File: src/rtl/lsu_pkg.sv
// lsu_pkg: shared types and constants for the load/store unit
package lsu_pkg;
  typedef enum logic [1:0] {
    DT_BYTE = 2'b00,
    DT_HALF = 2'b01,
    DT_WORD = 2'b10
  } data_type_e;
  typedef enum logic [2:0] {
    IDLE,
    REQ1,
    WAIT1,
    REQ2,
    WAIT2,
    DONE
  } lsu_state_e;
  localparam logic [3:0] BE_BYTE = 4'b0001;
  localparam logic [3:0] BE_HALF = 4'b0011;
  localparam logic [3:0] BE_WORD = 4'b1111;
endpackage

File: src/rtl/lsu_align.sv
// lsu_align: byte-enable/write-data alignment and load-data realignment with extension
module lsu_align import lsu_pkg::*; (
  input  logic [1:0]  off,
  input  logic [1:0]  dtype,
  input  logic        sign_ext,
  input  logic [31:0] wdata,
  input  logic [31:0] rdata1,
  input  logic [31:0] rdata2,
  output logic [7:0]  be8,
  output logic [63:0] w64,
  output logic        split,
  output logic [31:0] rdata_ext
);
  logic [3:0]  base_be;
  logic [5:0]  sh;
  logic [31:0] r32;
  // Shift enables and data across a two-word window; the upper word only matters for split accesses
  always_comb begin
    base_be   = dtype == DT_BYTE ? BE_BYTE : dtype == DT_HALF ? BE_HALF : BE_WORD;
    sh        = {off, 3'b000};
    be8       = {4'b0000, base_be} << off;
    split     = |be8[7:4];
    w64       = {32'h0, wdata} << sh;
    r32       = 32'({split ? rdata2 : 32'h0, rdata1} >> sh);
    rdata_ext = dtype == DT_BYTE ? {{24{sign_ext & r32[7]}}, r32[7:0]} :
                dtype == DT_HALF ? {{16{sign_ext & r32[15]}}, r32[15:0]} : r32;
  end
endmodule

File: src/rtl/lsu_ctrl.sv
// lsu_ctrl: load/store sequencer with one outstanding bus transaction and misaligned splitting
module lsu_ctrl import lsu_pkg::*; #(
  parameter int DATA_WIDTH = 32,
  parameter int ADDR_WIDTH = 32
) (
  input  logic                  clk,
  input  logic                  rst_n,
  input  logic                  req_i,
  input  logic                  we_i,
  input  logic [1:0]            data_type_i,
  input  logic                  sign_ext_i,
  input  logic [ADDR_WIDTH-1:0] addr_i,
  input  logic [DATA_WIDTH-1:0] wdata_i,
  output logic                  stall_o,
  output logic                  rvalid_o,
  output logic [DATA_WIDTH-1:0] rdata_o,
  output logic                  err_o,
  output logic                  mem_req_o,
  input  logic                  mem_gnt_i,
  output logic [ADDR_WIDTH-1:0] mem_addr_o,
  output logic                  mem_we_o,
  output logic [3:0]            mem_be_o,
  output logic [DATA_WIDTH-1:0] mem_wdata_o,
  input  logic                  mem_rvalid_i,
  input  logic [DATA_WIDTH-1:0] mem_rdata_i
);
  lsu_state_e            state, state_d;
  logic                  we_q, sign_q;
  logic [1:0]            type_q;
  logic [ADDR_WIDTH-1:0] addr_q, word_addr;
  logic [DATA_WIDTH-1:0] wdata_q, rdata1_q, rdata_q;
  logic [7:0]            be8;
  logic [63:0]           w64;
  logic                  split, illegal_q, load_done;
  logic [31:0]           rdata_ext;
  lsu_align u_align (
    .off       (addr_q[1:0]),
    .dtype     (type_q),
    .sign_ext  (sign_q),
    .wdata     (wdata_q),
    .rdata1    (state == WAIT1 ? mem_rdata_i : rdata1_q),
    .rdata2    (mem_rdata_i),
    .be8       (be8),
    .w64       (w64),
    .split     (split),
    .rdata_ext (rdata_ext)
  );
  assign illegal_q   = &type_q;
  assign word_addr   = {addr_q[ADDR_WIDTH-1:2], 2'b00};
  assign load_done   = !we_q && mem_rvalid_i && ((state == WAIT1 && !split) || state == WAIT2);
  assign stall_o     = (state == IDLE && req_i) || state == REQ1 || state == WAIT1 || state == REQ2 || state == WAIT2;
  assign rvalid_o    = state == DONE && !we_q && !illegal_q;
  assign err_o       = state == DONE && illegal_q;
  assign rdata_o     = rdata_q;
  assign mem_addr_o  = word_addr + (state == REQ2 ? ADDR_WIDTH'(4) : '0);
  assign mem_we_o    = mem_req_o && we_q;
  assign mem_be_o    = state == REQ1 ? be8[3:0] : state == REQ2 ? be8[7:4] : 4'b0000;
  assign mem_wdata_o = state == REQ1 ? w64[31:0] : state == REQ2 ? w64[63:32] : '0;
  // State register
  always_ff @(posedge clk) begin
    if (!rst_n) state <= IDLE;
    else state <= state_d;
  end
  // Request capture, beat-1 read data and the held load result
  always_ff @(posedge clk) begin
    if (!rst_n) begin
      we_q     <= 1'b0;
      sign_q   <= 1'b0;
      type_q   <= 2'b00;
      addr_q   <= '0;
      wdata_q  <= '0;
      rdata1_q <= '0;
      rdata_q  <= '0;
    end else begin
      if (state == IDLE && req_i) begin
        we_q    <= we_i;
        sign_q  <= sign_ext_i;
        type_q  <= data_type_i;
        addr_q  <= addr_i;
        wdata_q <= wdata_i;
      end
      if (state == WAIT1 && mem_rvalid_i) rdata1_q <= mem_rdata_i;
      if (load_done) rdata_q <= rdata_ext;
    end
  end
  // Next-state logic and bus request
  always_comb begin
    state_d   = state;
    mem_req_o = 1'b0;
    case (state)
      IDLE:  if (req_i) state_d = &data_type_i ? DONE : REQ1;
      REQ1:  begin
        mem_req_o = 1'b1;
        if (mem_gnt_i) state_d = WAIT1;
      end
      WAIT1: if (mem_rvalid_i) state_d = split ? REQ2 : DONE;
      REQ2:  begin
        mem_req_o = 1'b1;
        if (mem_gnt_i) state_d = WAIT2;
      end
      WAIT2: if (mem_rvalid_i) state_d = DONE;
      DONE:  state_d = IDLE;
      default: state_d = IDLE;
    endcase
  end
endmodule

File: config.mk
export PLATFORM = sky130hd
export DESIGN_NAME = lsu_ctrl
export DESIGN_NICKNAME = d
export VERILOG_FILES = /design/src/rtl/lsu_pkg.sv /design/src/rtl/lsu_align.sv /design/src/rtl/lsu_ctrl.sv
export SDC_FILE = /design/constraint.sdc
export NUM_CORES = 1
export LEC_CHECK = 0
export BUFFER_PORTS_ARGS = -buffer_cell sky130_fd_sc_hd__buf_2
export CORE_UTILIZATION = 54
export CTS_BUF_LIST = sky130_fd_sc_hd__clkbuf_4 sky130_fd_sc_hd__clkbuf_8 sky130_fd_sc_hd__clkbuf_16
export DETAILED_ROUTE_END_ITERATION = 16
export GPL_TIMING_DRIVEN = 0
export PLACE_DENSITY = 0.82
export SLEW_MARGIN = 30
export SYNTH_ARGS = -nofsm -noshare
export SYNTH_HDL_FRONTEND = slang
export SYNTH_SLANG_ARGS = --single-unit
File: constraint.sdc
create_clock -name clk -period 3.1 [get_ports clk]
set_clock_uncertainty 0.15 [all_clocks]
set_input_delay 0 -clock clk [delete_from_list [all_inputs] [get_ports clk]]
set_output_delay 0 -clock clk [all_outputs]
set_load 0.03 [all_outputs]
==> results_dict.tcl, run 1 <==
set metrics [dict create \
    drtPass1Iterations 7 \
    insertion_delay_ns 0.43 \
    synth.most_common_cell "nand2_1" \
    path_delay_family "buffers and inverters" \
    startpoint_type "register" \
    htreeDepth 4 \
    netlist_instances 997 \
    dp_cells 1385 \
    yosysTopAreaCellShare_pct 34.1 \
    cts_buffers 17 \
    gp_congestion 0.914 \
    antenna_found_initial 1 \
    finalSetupViolations 0 \
    nNetsFinal 1438 \
    pwr-share-seq_pct 37.4 \
    antenna_cells 0 \
    synthTopCellsByArea "dfxtp_1 (34%), nand2_1 (13%), a21boi_0 (9.5%)" \
    crit_chain "buf_2 -> buf_2 -> buf_1 -> nor2_1 -> a21oi_1 -> o21ai_0 -> buf_2" \
    port_buffers 207 \
    cap_violations 0 \
    status "finished, final reports clean" \
    fin_setup_tns_ns 0 \
    synthFlopType "dfxtp_1" \
    power_density_mw_per_mm2 489 \
    yosysSeqAreaShare_pct 34.1 \
    first_global_vias 8595 \
    maxSlewHeadroom_pct 40.5 \
    clk_pin_slew_ns 0.06 \
    ant_nets 0 \
    slowest_stage "nor2_1" \
    hpwl_mm 19.2 \
    fin_hold_ws_ns 0.166 \
    syn_area_mm2 0.00793 \
    vias_per_cell 5.90 \
    post_dp_cell_area_mm2 0.00919 \
    start_util_pct 56.2 \
    regArea_mm2 0.00270 \
    syn_to_final_growth_pct 37.2 \
    crit_type "reg -> out" \
    routed_wl_mm 27.7 \
    synth-edff-count 0 \
    final_design_area_no_fill_mm2 0.0109 \
    track_usage_pct 36.8 \
    multiInputGateArea_mm2 0.00489 \
    total_power_mw 5.32 \
    min_period_ns 3.05 \
    dieArea_mm2 0.0152 \
    rsz0062_at_grt "no" \
    wire_per_inst_um 18.2 \
    yosysTopAreaCell "dfxtp_1" \
    min_period_over_period_pct 98.5 \
    fin_cells 1524 \
    cts_root_buffer "clkbuf_16" \
    cp-end-kind "output pin" \
    required_ns 2.95 \
    vias 8987 \
    p_sw_mw 1.78 \
    worst_slack_ns 0.0465 \
    utilization_pct 77.2 \
    drt-initial-drc-count 945 \
    final_layout_size_suffix_gt1_share_pct 23.1 \
    fmax_mhz 327 \
    grt_max_degree 17 \
    switching_share_pct 33.4 \
    ys_top_cells_by_count "nand2_1 (277), dfxtp_1 (135), a21boi_0 (100), mux2i_1 (59), nor2_1 (57)" \
    syn_area_per_cell_um2 7.95 \
    crit_path_frequent_cell "buf_2" \
    die_w_um 123 \
    intPower_mw 3.54 \
    overflow 0 \
    hold_violations 0 \
    drcViolationCount 0 \
    share_comb_of_total_power_pct 25.9 \
    core.rowCount 43 \
    cts_tree "yes" \
    grt_first_pass_wirelength_mm 42.6 \
    pwr-share-clk_pct 36.6 \
    drv_slew 0 \
    clock-sinks 135 \
    crit_buf_inv 4 \
    critPathMaxFanout 10 \
    die_h_um 123 \
    netlist-cell-type-count 50 \
    postSynth.asyncResetShare_pct 0 \
    io_pins 210 \
    yosysWarnings 0 \
    fp.coreArea_mm2 0.0141 \
    ys_ff_latch 135 \
    final.fill_count 997 \
    peakVddDrop_mv 0.384 \
    dp_slack_ns -0.0975 \
    worst_pin_slew_ns 0.890 \
    leakage_nw 4.48 \
    worstHoldPathType "in -> reg" \
    cpPeakStageDelay_ns 0.78 \
    cp.arrival_ns 2.90 \
    cts_buffer_depth 2 \
]
## kinds of logic (layout without fill, tap and decap cells)
logic type                 after synthesis  count (layout)  synth area share, %
AOI/OAI and AO/OA                      266             266                 22.6
other                                    1               2               0.0473
adders and majority gates                2               2                0.316
muxes                                   85              85                 14.6
and+or+nand+nor                        394             394                 20.4
xor gates and xnor gates                28              28                 3.09
buffers and inverters                   86             432                 4.85
DFF                                    135             135                 34.1
## routing by layer
metal | vias up | track usage, % | part of all wire (%)
met2 | 601 | 61.0 | 46
met5 | - | 0 | 0
met4 | 0 | 17.8 | 4.2
met3 | 122 | 7.47 | 10
met1 | 4132 | 45.7 | 39
li1 | 4132 | - | -
## cell usage in the layout, fill, tap and decap left out, drive strengths merged, types with 2 or more instances in the layout
cell type and n:
and2 3, a21o 7, clkinvlp 5, ha 2, mux4 24, dlygate4sd3 106, a22oi 8, a21boi 100
nor3b 4, a22o 8, nor3 9, inv 8, a21oi 49, a31o 7, a211oi 2, nand3 13
o21ai 52, o2bb2ai 8, nor2 57, a31oi 7, nand4 7, mux2i 59, and3 14, o21a 2
nand2 277, clkinv 4, mux2 2, o221ai 2, xor2 14, nor2b 4, xnor2 14, conb 2
buf 236, and4 2, dfxtp 135, clkbuf 72, o22ai 10
## power groups by stage
stage	sequential [mW]	combinational, mW	clock, mW
2_1_floorplan	2.04	0.790	0
3_3_place_gp	2.01	1.21	0
3_5_place_dp	2.02	1.23	0
4_1_cts	1.98	1.34	1.95
5_1_grt	2.00	1.48	2.02
6_report	1.99	1.38	1.95
## final timing paths
path	from	to	slack [ns]	cells past startpoint
worst max register to register	state[0]	rdata1_q[31]	0.53	8
worst max-delay path	addr_q[0]	mem_wdata_o[4]	0.05	7
worst min register to register	rdata1_q[5]	rdata1_q[5]	0.32	2
worst min-delay path	req_i	wdata_q[6]	0.17	5
## state kept, by name, indices dropped and copies added (netlist names)
| register | cells |
|---|---|
| addr_q | 32 |
| rdata1_q | 32 |
| rdata_o | 32 |
| wdata_q | 32 |
| state | 3 |
| type_q | 2 |
| sign_q | 1 |
| we_q | 1 |
## tightest hold or removal path: stages
cell	delay, ns
buf_2	0.12
nor3b_2	0.19
buf_2	0.22
nand2_1	0.10
a21boi_0	0.06
## final cells by class
| cell class | count | share of cell area (%) |
|---|---|---|
| buffer | 78 | 3.26 |
| clock buffer | 21 | 4.30 |
| clock inverter | 11 | 0.920 |
| inverter | 7 | 0.242 |
| multi-input combinational | 777 | 44.9 |
| sequential | 135 | 24.9 |
| tap | 180 | 2.07 |
| timing repair buffer | 315 | 19.4 |
## what timing repair did
action,4_1_cts,5_1_grt
setup endpoints to repair,24,12
hold buffers,106,0
pin swaps,0,1
hold endpoints to repair,117,0
gates resized for setup,6,5
buffers inserted,0,2
Note: power is estimated with default switching activity, not from simulation.
==> run 2: changes to the inputs <==
- SETUP_SLACK_MARGIN: unset -> 0.2
==> run 2 against run 1 <==
  * First-iteration DRC count shrank 3.3%
  * Hold slack got worse by 0.0034 ns
  * Total power increased by 0.15%
  * Core utilization up 0.53 points
  * Count of clock-buffer cells in the layout unchanged
  * Sequential share of layout area down 0.17 points
  * Critical path depth rose by 5
  * Final area rose by 0.69%
  * Cell count increased by 0.39%
  * Clock power is essentially flat
  * Global-route usage grew 0.16 points
==> results_dict.tcl, run 2 (synthesis results as in run 1) <==
set metrics [dict create \
    power_density_mw_per_mm2 486 \
    min_period_over_period_pct 91.3 \
    top_usage_layer "met2" \
    cts_buffers 17 \
    drcViolationCount 0 \
    final_design_area_no_fill_mm2 0.0110 \
    fp.coreArea_mm2 0.0141 \
    cap_violations 0 \
    required_ns 2.95 \
    gp_congestion 0.914 \
    wire_per_inst_um 18.4 \
    grt_max_degree 17 \
    grtUsageMet2_pct 61.3 \
    vias 9043 \
    die_h_um 123 \
    cts_buffer_depth 2 \
    clock-sinks 135 \
    cts_root_buffer "clkbuf_16" \
    dieArea_mm2 0.0152 \
    overflow 0 \
    min_period_ns 2.83 \
    critPathMaxFanout 9 \
    antenna_found_initial 0 \
    port_buffers 207 \
    crit_type "reg -> out" \
    start_util_pct 56.2 \
    mostFrequentLayoutCells "nand2_1 (276), buf_2 (217), dfxtp_1 (135), dlygate4sd3_1 (106), a21boi_0 (100)" \
    worst_slack_ns 0.270 \
    status "finished, final reports clean" \
    clk_pin_slew_ns 0.06 \
    maxSlewHeadroom_pct 46.8 \
    drt-initial-drc-count 914 \
    fmax_mhz 353 \
    track_usage_pct 37.0 \
    io_pins 210 \
    rsz0062_at_grt "no" \
    nNetsFinal 1443 \
    ant_nets 0 \
    worst_pin_slew_ns 0.799 \
    final.fill_count 990 \
    first_global_vias 8609 \
    startpoint_type "register" \
    cts_tree "yes" \
    dp_slack_ns -0.0975 \
    cp.arrival_ns 2.68 \
    final_layout_size_suffix_gt1_share_pct 23.9 \
    post_dp_cell_area_mm2 0.00919 \
    gr-usage-met3_pct 8.12 \
    insertion_delay_ns 0.43 \
    htreeDepth 4 \
    worstHoldPathType "in -> reg" \
    hpwl_mm 19.2 \
    final_common_cell "nand2_1" \
    drv_slew 0 \
    hold_violations 0 \
    syn_to_final_growth_pct 38.2 \
    die_w_um 123 \
    leakage_nw 4.53 \
    grt_use_met1_pct 45.6 \
    cp-end-kind "output pin" \
    utilization_pct 77.7 \
    core.rowCount 43 \
    grt_first_pass_wirelength_mm 42.8 \
    peakVddDrop_mv 0.385 \
    vias_per_cell 5.91 \
    drtPass1Iterations 6 \
    finalSetupViolations 0 \
    fin_hold_ws_ns 0.162 \
    routed_wl_mm 28.2 \
]
[run 2: report_power, final]
group	internal, mW	switching, mW	leakage (nW)
sequential	1.86	0.125	1.10
combinational	0.523	0.867	3.16
clock	1.16	0.788	0.268
[run 2: critical path: stages (launching register included)]
cell and delay [ns]:
dfxtp_1 0.32, buf_6 0.13, nor2b_4 0.15, nand2_2 0.06, inv_2 0.08, ha_2 0.19
ha_2 0.21, nand2_1 0.10, nor2_4 0.20, nand3_4 0.16, nor3_4 0.24, xor2_1 0.22
buf_4 0.20
[run 2: path summary, 6_finish.rpt]
check	startpoint	end	slack, ns	cells after the start
worst max-delay path	state[1]	mem_addr_o[28]	0.27	12
worst min-delay path	req_i	wdata_q[11]	0.16	5
worst max register to register	state[1]	rdata1_q[31]	0.54	9
worst min register to register	rdata1_q[5]	rdata1_q[5]	0.32	2
[run 2: metal layers]
metal	vias up	part of all wire, %
met4	0	3.7
met1	4175	39
met5	-	0
met2	610	47
li1	4146	-
met3	112	10
[run 2: layout make-up]
| type | instances | area [um^2] | area share [%] |
|---|---|---|---|
| clock buffer | 21 | 468 | 4.27 |
| sequential | 135 | 2700 | 24.7 |
| inverter | 7 | 26.3 | 0.240 |
| buffer | 79 | 370 | 3.38 |
| timing repair buffer | 319 | 2140 | 19.6 |
| multi-input combinational | 777 | 4910 | 44.8 |
| antenna | 1 | 2.50 | 0.0229 |
| tap | 180 | 225 | 2.06 |
| clock inverter | 11 | 100 | 0.914 |
[run 2: repair_timing]
item | 4_1_cts | 5_1_grt
endpoints found under the setup margin | 34 | 30
setup buffers | 1 | 5
endpoints found under the hold margin | 117 | 0
pin swaps | 1 | 4
gates resized for setup | 11 | 19
hold buffers | 106 | 0
[run 2: through the flow]
stage          cells  TNS (ns)  total power [mW]
2_1_floorplan    998         0              2.83
3_3_place_gp    1385   -0.0503              3.22
3_5_place_dp    1385    -0.357              3.25
4_1_cts         1524         0              5.27
5_1_grt         1529         0              5.51
6_report        1530         0              5.33
